`config.mk`:
```
export PLATFORM = sky130hd
export DESIGN_NAME = alu_seq
export DESIGN_NICKNAME = d
export VERILOG_FILES = /design/src/rtl/alu_pkg.sv /design/src/rtl/alu_muldiv_iter.sv /design/src/rtl/alu_seq.sv
export SDC_FILE = /design/constraint.sdc
export NUM_CORES = 1
export LEC_CHECK = 0
export ABC_AREA = 1
export CAP_MARGIN = 15
export CORE_MARGIN = 8
export CORE_UTILIZATION = 30
export DETAILED_ROUTE_END_ITERATION = 8
export PLACE_DENSITY = 0.55
export SKIP_CTS_REPAIR_TIMING = 1
export SKIP_LAST_GASP = 1
export SLEW_MARGIN = 30
export SYNTH_ARGS = -nofsm -noshare
export SYNTH_HDL_FRONTEND = slang
export SYNTH_SLANG_ARGS = --single-unit
```
`constraint.sdc`:
```
create_clock -name clk -period 4.4 [get_ports clk]
set_input_delay 0.88 -clock clk [delete_from_list [all_inputs] [get_ports clk]]
set_output_delay 0.88 -clock clk [all_outputs]
set_load 0.005 [all_outputs]
```
`src/rtl/alu_pkg.sv`:
```
// ============================================================================
// Module  : alu_pkg
// Brief   : Shared opcodes, FSM states and flag indices for the sequential ALU.
// Revision: 1.0 - initial release
// ============================================================================
`default_nettype none

package alu_pkg;

  localparam logic [3:0] OP_ADD   = 4'h0;
  localparam logic [3:0] OP_SUB   = 4'h1;
  localparam logic [3:0] OP_AND   = 4'h2;
  localparam logic [3:0] OP_OR    = 4'h3;
  localparam logic [3:0] OP_XOR   = 4'h4;
  localparam logic [3:0] OP_SLT   = 4'h5;
  localparam logic [3:0] OP_SLTU  = 4'h6;
  localparam logic [3:0] OP_SLL   = 4'h7;
  localparam logic [3:0] OP_SRL   = 4'h8;
  localparam logic [3:0] OP_SRA   = 4'h9;
  localparam logic [3:0] OP_MUL   = 4'hA;
  localparam logic [3:0] OP_MULHU = 4'hB;
  localparam logic [3:0] OP_DIV   = 4'hC;
  localparam logic [3:0] OP_DIVU  = 4'hD;
  localparam logic [3:0] OP_REM   = 4'hE;
  localparam logic [3:0] OP_REMU  = 4'hF;

  typedef enum logic [1:0] {
    S_IDLE = 2'd0,
    S_ITER = 2'd1,
    S_DONE = 2'd2
  } state_t;

  localparam int F_Z = 0;
  localparam int F_N = 1;
  localparam int F_C = 2;
  localparam int F_V = 3;

  // Everything from MUL upwards runs on the iterative datapath.
  function automatic logic isIterOp(input logic [3:0] op);
    return op >= OP_MUL;
  endfunction

endpackage

`default_nettype wire

```
`src/rtl/alu_muldiv_iter.sv`:
```
// ============================================================================
// Module  : alu_muldiv_iter
// Brief   : One-bit-per-cycle shift-add multiplier / restoring divider.
// Revision: 1.0 - initial release
// ============================================================================
`default_nettype none

module alu_muldiv_iter
  import alu_pkg::*;
#(
  parameter int WIDTH = 32,
  parameter int CNT_W = $clog2(WIDTH) + 1
) (
  input  logic             clk,
  input  logic             rst_n,
  input  logic             start,
  input  logic [3:0]       op,
  input  logic [WIDTH-1:0] opA,
  input  logic [WIDTH-1:0] opB,
  output logic             done,
  output logic [WIDTH-1:0] result
);

  logic [CNT_W-1:0]   r_cnt;
  logic [2*WIDTH-1:0] r_acc;
  logic [WIDTH-1:0]   r_mcand;
  logic [WIDTH-1:0]   r_origA;
  logic [3:0]         r_op;
  logic               r_negQ;
  logic               r_negR;
  logic               r_divZero;

  logic               w_signed;
  logic               w_startMul;
  logic               w_isMul;
  logic [WIDTH-1:0]   w_magA;
  logic [WIDTH-1:0]   w_magB;
  logic [WIDTH-1:0]   w_addend;
  logic [WIDTH:0]     w_sum;
  logic [WIDTH:0]     w_trial;
  logic [2*WIDTH-1:0] w_accNext;
  logic [WIDTH-1:0]   w_quo;
  logic [WIDTH-1:0]   w_rem;

  assign w_signed   = (op == OP_DIV) || (op == OP_REM);
  assign w_startMul = (op == OP_MUL) || (op == OP_MULHU);
  assign w_magA     = (w_signed && opA[WIDTH-1]) ? -opA : opA;
  assign w_magB     = (w_signed && opB[WIDTH-1]) ? -opB : opB;
  assign w_isMul    = (r_op == OP_MUL) || (r_op == OP_MULHU);

  // r_acc is {partial product, multiplier} for MUL and {remainder, quotient} for DIV.
  always_comb begin
    w_addend  = r_acc[0] ? r_mcand : '0;
    w_sum     = {1'b0, r_acc[2*WIDTH-1:WIDTH]} + {1'b0, w_addend};
    w_trial   = r_acc[2*WIDTH-1:WIDTH-1] - {1'b0, r_mcand};
    w_accNext = '0;
    if (w_isMul) begin
      w_accNext = {w_sum, r_acc[WIDTH-1:1]};
    end else if (!w_trial[WIDTH]) begin
      w_accNext = {w_trial[WIDTH-1:0], r_acc[WIDTH-2:0], 1'b1};
    end else begin
      w_accNext = {r_acc[2*WIDTH-2:0], 1'b0};
    end
  end

  // The result is taken from the final step directly so the owner can latch it on done.
  always_comb begin
    w_quo  = w_accNext[WIDTH-1:0];
    w_rem  = w_accNext[2*WIDTH-1:WIDTH];
    result = '0;
    case (r_op)
      OP_MUL:           result = w_accNext[WIDTH-1:0];
      OP_MULHU:         result = w_accNext[2*WIDTH-1:WIDTH];
      OP_DIV, OP_DIVU:  result = r_divZero ? '1 : (r_negQ ? -w_quo : w_quo);
      default:          result = r_divZero ? r_origA : (r_negR ? -w_rem : w_rem);
    endcase
  end

  assign done = (r_cnt == CNT_W'(1));

  always_ff @(posedge clk or negedge rst_n) begin
    if (!rst_n) begin
      r_cnt     <= '0;
      r_acc     <= '0;
      r_mcand   <= '0;
      r_origA   <= '0;
      r_op      <= '0;
      r_negQ    <= 1'b0;
      r_negR    <= 1'b0;
      r_divZero <= 1'b0;
    end else if (start) begin
      r_cnt     <= CNT_W'(WIDTH);
      r_op      <= op;
      r_origA   <= opA;
      r_divZero <= (opB == '0);
      r_negQ    <= w_signed && (opA[WIDTH-1] ^ opB[WIDTH-1]);
      r_negR    <= w_signed && opA[WIDTH-1];
      if (w_startMul) begin
        r_acc   <= {{WIDTH{1'b0}}, opB};
        r_mcand <= opA;
      end else begin
        r_acc   <= {{WIDTH{1'b0}}, w_magA};
        r_mcand <= w_magB;
      end
    end else if (r_cnt != '0) begin
      r_cnt <= r_cnt - CNT_W'(1);
      r_acc <= w_accNext;
    end
  end

endmodule

`default_nettype wire

```
`src/rtl/alu_seq.sv`:
```
// ============================================================================
// Module  : alu_seq
// Brief   : Handshaked RV32IM ALU: single-cycle base ops, iterative mul/div.
// Revision: 1.0 - initial release
// ============================================================================
`default_nettype none

module alu_seq
  import alu_pkg::*;
#(
  parameter int WIDTH = 32,
  parameter int CNT_W = $clog2(WIDTH) + 1
) (
  input  logic             clk,
  input  logic             rst_n,
  input  logic             in_valid,
  output logic             in_ready,
  input  logic [WIDTH-1:0] scrA,
  input  logic [WIDTH-1:0] scrB,
  input  logic [3:0]       AluControl,
  output logic             out_valid,
  input  logic             out_ready,
  output logic [WIDTH-1:0] ALUresult,
  output logic [3:0]       Flag,
  output logic             busy
);

  localparam int SHW = $clog2(WIDTH);

  state_t           r_state;
  state_t           w_stateNext;
  logic             w_accept;
  logic             w_startIter;
  logic             w_iterDone;
  logic [WIDTH-1:0] w_iterResult;
  logic [WIDTH-1:0] w_fastResult;
  logic             w_fastC;
  logic             w_fastV;
  logic [WIDTH:0]   w_sum;
  logic [WIDTH:0]   w_diff;
  logic [SHW-1:0]   w_shamt;

  assign w_accept    = in_valid && in_ready;
  assign w_startIter = w_accept && isIterOp(AluControl);
  assign w_sum       = {1'b0, scrA} + {1'b0, scrB};
  assign w_diff      = {1'b0, scrA} - {1'b0, scrB};
  assign w_shamt     = scrB[SHW-1:0];

  alu_muldiv_iter #(
    .WIDTH (WIDTH),
    .CNT_W (CNT_W)
  ) u_muldiv (
    .clk    (clk),
    .rst_n  (rst_n),
    .start  (w_startIter),
    .op     (AluControl),
    .opA    (scrA),
    .opB    (scrB),
    .done   (w_iterDone),
    .result (w_iterResult)
  );

  always_comb begin
    w_fastResult = w_sum[WIDTH-1:0];
    w_fastC      = 1'b0;
    w_fastV      = 1'b0;
    case (AluControl)
      OP_ADD: begin
        w_fastResult = w_sum[WIDTH-1:0];
        w_fastC      = w_sum[WIDTH];
        w_fastV      = (scrA[WIDTH-1] == scrB[WIDTH-1]) && (w_sum[WIDTH-1] != scrA[WIDTH-1]);
      end
      OP_SUB: begin
        w_fastResult = w_diff[WIDTH-1:0];
        w_fastC      = ~w_diff[WIDTH];
        w_fastV      = (scrA[WIDTH-1] != scrB[WIDTH-1]) && (w_diff[WIDTH-1] != scrA[WIDTH-1]);
      end
      OP_AND:  w_fastResult = scrA & scrB;
      OP_OR:   w_fastResult = scrA | scrB;
      OP_XOR:  w_fastResult = scrA ^ scrB;
      OP_SLT:  w_fastResult = {{(WIDTH-1){1'b0}}, ($signed(scrA) < $signed(scrB))};
      OP_SLTU: w_fastResult = {{(WIDTH-1){1'b0}}, (scrA < scrB)};
      OP_SLL:  w_fastResult = scrA << w_shamt;
      OP_SRL:  w_fastResult = scrA >> w_shamt;
      OP_SRA:  w_fastResult = $signed(scrA) >>> w_shamt;
      default: w_fastResult = w_sum[WIDTH-1:0];
    endcase
  end

  always_comb begin
    w_stateNext = r_state;
    in_ready    = 1'b0;
    out_valid   = 1'b0;
    busy        = 1'b1;
    case (r_state)
      S_IDLE: begin
        in_ready = 1'b1;
        busy     = 1'b0;
        if (in_valid) begin
          w_stateNext = isIterOp(AluControl) ? S_ITER : S_DONE;
        end
      end
      S_ITER: begin
        if (w_iterDone) begin
          w_stateNext = S_DONE;
        end
      end
      S_DONE: begin
        out_valid = 1'b1;
        if (out_ready) begin
          w_stateNext = S_IDLE;
        end
      end
      default: w_stateNext = S_IDLE;
    endcase
  end

  // Output registers only change on acceptance of a fast op or on iterative completion.
  always_ff @(posedge clk or negedge rst_n) begin
    if (!rst_n) begin
      r_state   <= S_IDLE;
      ALUresult <= '0;
      Flag      <= '0;
    end else begin
      r_state <= w_stateNext;
      if (w_accept && !w_startIter) begin
        ALUresult <= w_fastResult;
        Flag[F_Z] <= (w_fastResult == '0);
        Flag[F_N] <= w_fastResult[WIDTH-1];
        Flag[F_C] <= w_fastC;
        Flag[F_V] <= w_fastV;
      end else if ((r_state == S_ITER) && w_iterDone) begin
        ALUresult <= w_iterResult;
        Flag[F_Z] <= (w_iterResult == '0);
        Flag[F_N] <= w_iterResult[WIDTH-1];
        Flag[F_C] <= 1'b0;
        Flag[F_V] <= 1'b0;
      end
    end
  end

endmodule

`default_nettype wire
```
==> metrics.txt <==
HPWL after DPL=between 100000 and 150000 um; Crit-path slowest cell=clkdlybuf4s50_1; run status=finished clean; worst-path cell chain=clkdlybuf4s50_1, inv_1, ha_1, buf_4, nand2_1, nor4_4, nand4_1, buf_4, nand3_1, a21o_1, nand2_1, buf_4, nand2_1, xor2_1, a21oi_2, nand2_1, nor2_1, nand2_1, nor2_1, nand3_2, nand2_1, nand2_1, nand2_1; CP endpoint kind=flip-flop; cts bufs inserted=17; Min-Delay Path Class=input pin to async pin; Top FF cell, synth=dfrtp_1; final design utilization=41.6%; Die Wd=~310 um; Synth top area share=between 10% and 20%; vias per cell=about 5.3; most frequent cells in the layout=1210 x nand2_1, 908 x buf_4, 615 x inv_1; via count of the first global-routing pass=around 35000; Hold Slack=roughly 0.39 ns; final hold vios=0; Worst R2R Setup Slack=0.16 ns; Critical R2R Capture=Flag[0]; DRC violations left=0; Tightest Pin Transition=0.902 ns; most used cell, CP=nand2_1; Root Buffer=clkbuf_16; worst path required time=4.84 ns; starting density of the core=a little under a third; Core Box Area=a little under 90000 sq um; fmax=about 240 MHz; Clk pin slew, worst setup/hold paths=0.07 ns; Yosys Warn Count=0; largest net degree at the start of global routing=about 100; GRT overflow=0; commonest non-fill, non-tap cell in the layout=nand2_1; Max-slew headroom=about two fifths; setup tns final=0 ns; Max stage delay on crit path=0.56 ns; CTS Buffer Depth=2; Tot GR Track Use=approximately 31%; Rows=approximately 110; initial antenna violation count=3; crit path max fanout=6; M3 GR Usage=about 3.3%; htree depth=4; die area=roughly 100000 sq um; fill cell count=about 9800; Worst EP arrival=approximately 4.7 ns; busiest grt layer=met2; number of synthesized flops with an enable pin=0; Design Area, Final=about 37000 sq um; WL final=156000 um; I/O pins=roughly 110; Crit path max-delay family=simple AND/OR/NAND/NOR gates; nets@finish=just under 6000; pwr dens=~800 nW/um^2; maximum VDD drop=0.503 mV; CTS tree=yes; Tmin final=between 4 and 5 ns; overall power=between 0.02 and 0.03 W; WS Path Type=input pin to flip-flop; wire per inst=between 20 and 25 um; register area share after synthesis=about 17%; ys async rst share=100%; reg2reg start=u_muldiv.r_mcand[19]; Skew-Pair Late Insertion Delay=slightly above 0.5 ns; final setup vio count=0; number of antenna-violating nets in the routed design=0; Syn Nets=~5000; Clock Skews=0.0198 ns; Startpoint Class=input pin; Die Ht=between 300 and 400 um; TritonCTS Sinks=178; Iter 0 DRT Violations=~3900; Static Leak=~19 nW; first-pass GRT wire length=approximately 230000 um; area delta synth->final=37.8%; Netlist Area Pre-Place=roughly 27000 sq um; dominant cells by area after synthesis=nand2_1 17%, dfrtp_1 17%, o21ai_0 8.7%; Yosys reg bits=approximately 180; Avg Cell Area, Syn=about 5.7 sq um; RSZ-0062 raised after global routing=yes; met2 usage=around half; Syn Inst Count=between 4000 and 5000; Placed Area=about 36000 sq um; Netlist cell types=between 60 and 70; Worst R2R Path Depth=35; GR Layer Usage met1=a little under two fifths; PortBufs=110; cell taking the most area after synthesis=nand2_1; fraction of the cycle the final worst path needs=slightly below 100%; number of max-cap violations=0; Placer Congestion=approximately 1.1; max-slew violations=0; crit path buf inv count=5; via count=roughly 36000; layout cells sized above 1=a little over a fifth; drt first pass iters=8
==> sequential cells by signal, summed over array words and instances (netlist names) <==
register            cells
u_muldiv.r_negQ         1
u_muldiv.r_origA       32
ALUresult              31
u_muldiv.r_divZero      1
u_muldiv.r_op           4
u_muldiv.r_negR         1
r_state                 2
Flag                    4
u_muldiv.r_mcand       32
u_muldiv.r_cnt          6
u_muldiv.r_acc         64
==> where the power goes <==
group,switching (W),internal (W)
clock,0.000800,0.000957
sequential,0.000595,0.00244
combinational,0.0146,0.00994
total,0.0160,0.0133
==> cells by family after synthesis <==
group	after synthesis	synth area share [%]
fa+ha+maj	171	8.15
xor+xnor	64	2.11
mux	6	0.226
compound gates	1232	26.5
simple gates	2170	34.1
buf+inv	845	12.3
flops	178	16.7
==> synthesized netlist by cell type, drive strengths merged (26+ instances only) <==
cell type	count
a211oi	26
a21oi	409
a22oi	26
buf	59
clkbuf	150
dfrtp	178
ha	167
inv	628
nand2	1263
nand3	281
nand4	39
nor2	478
nor3	47
o211ai	77
o21ai	485
o22ai	62
xor2	58
==> metrics by stage <==
stage	cells	setup slack [ns]
6_report	6700	0.157
5_1_grt	6699	-0.0992
4_1_cts	6692	-0.697
3_5_place_dp	6661	-1.25
3_3_place_gp	6661	-1.35
2_1_floorplan	4666	0.235
==> final cells by class <==
cell class / instances / area [sq um] / area share (%)
Sequential cell: 178 / 4460 / 12.1
Clock buffer: 17 / 425 / 1.16
Antenna cell: 1 / 2.50 / 0.00682
Timing Repair Buffer: 1046 / 8460 / 23.1
Inverter: 636 / 2390 / 6.51
Tap cell: 1165 / 1460 / 3.97
Multi-Input combinational cell: 3643 / 19300 / 52.6
Clock inverter: 14 / 208 / 0.566
==> metal layers <==
layer	vias to the layer above	routed length, um
met5	-	20
met1	16736	64600
met3	334	8890
met4	2	11000
met2	1446	71900
li1	17150	-
==> how the worst max path moves through the flow <==
stage / from / to / slack [ns] / depth (start not counted)
finish: scrA[13] / Flag[0] / 0.16 / 23
detailed placement: scrA[16] / Flag[0] / -1.25 / 23
global placement: scrA[16] / Flag[0] / -1.35 / 23
floorplan: scrB[2] / Flag[0] / 0.23 / 29
global route: u_muldiv.r_acc[31] / Flag[0] / -0.1 / 37
CTS: scrA[16] / Flag[0] / -0.70 / 23
(Power assumes the default switching activity.)
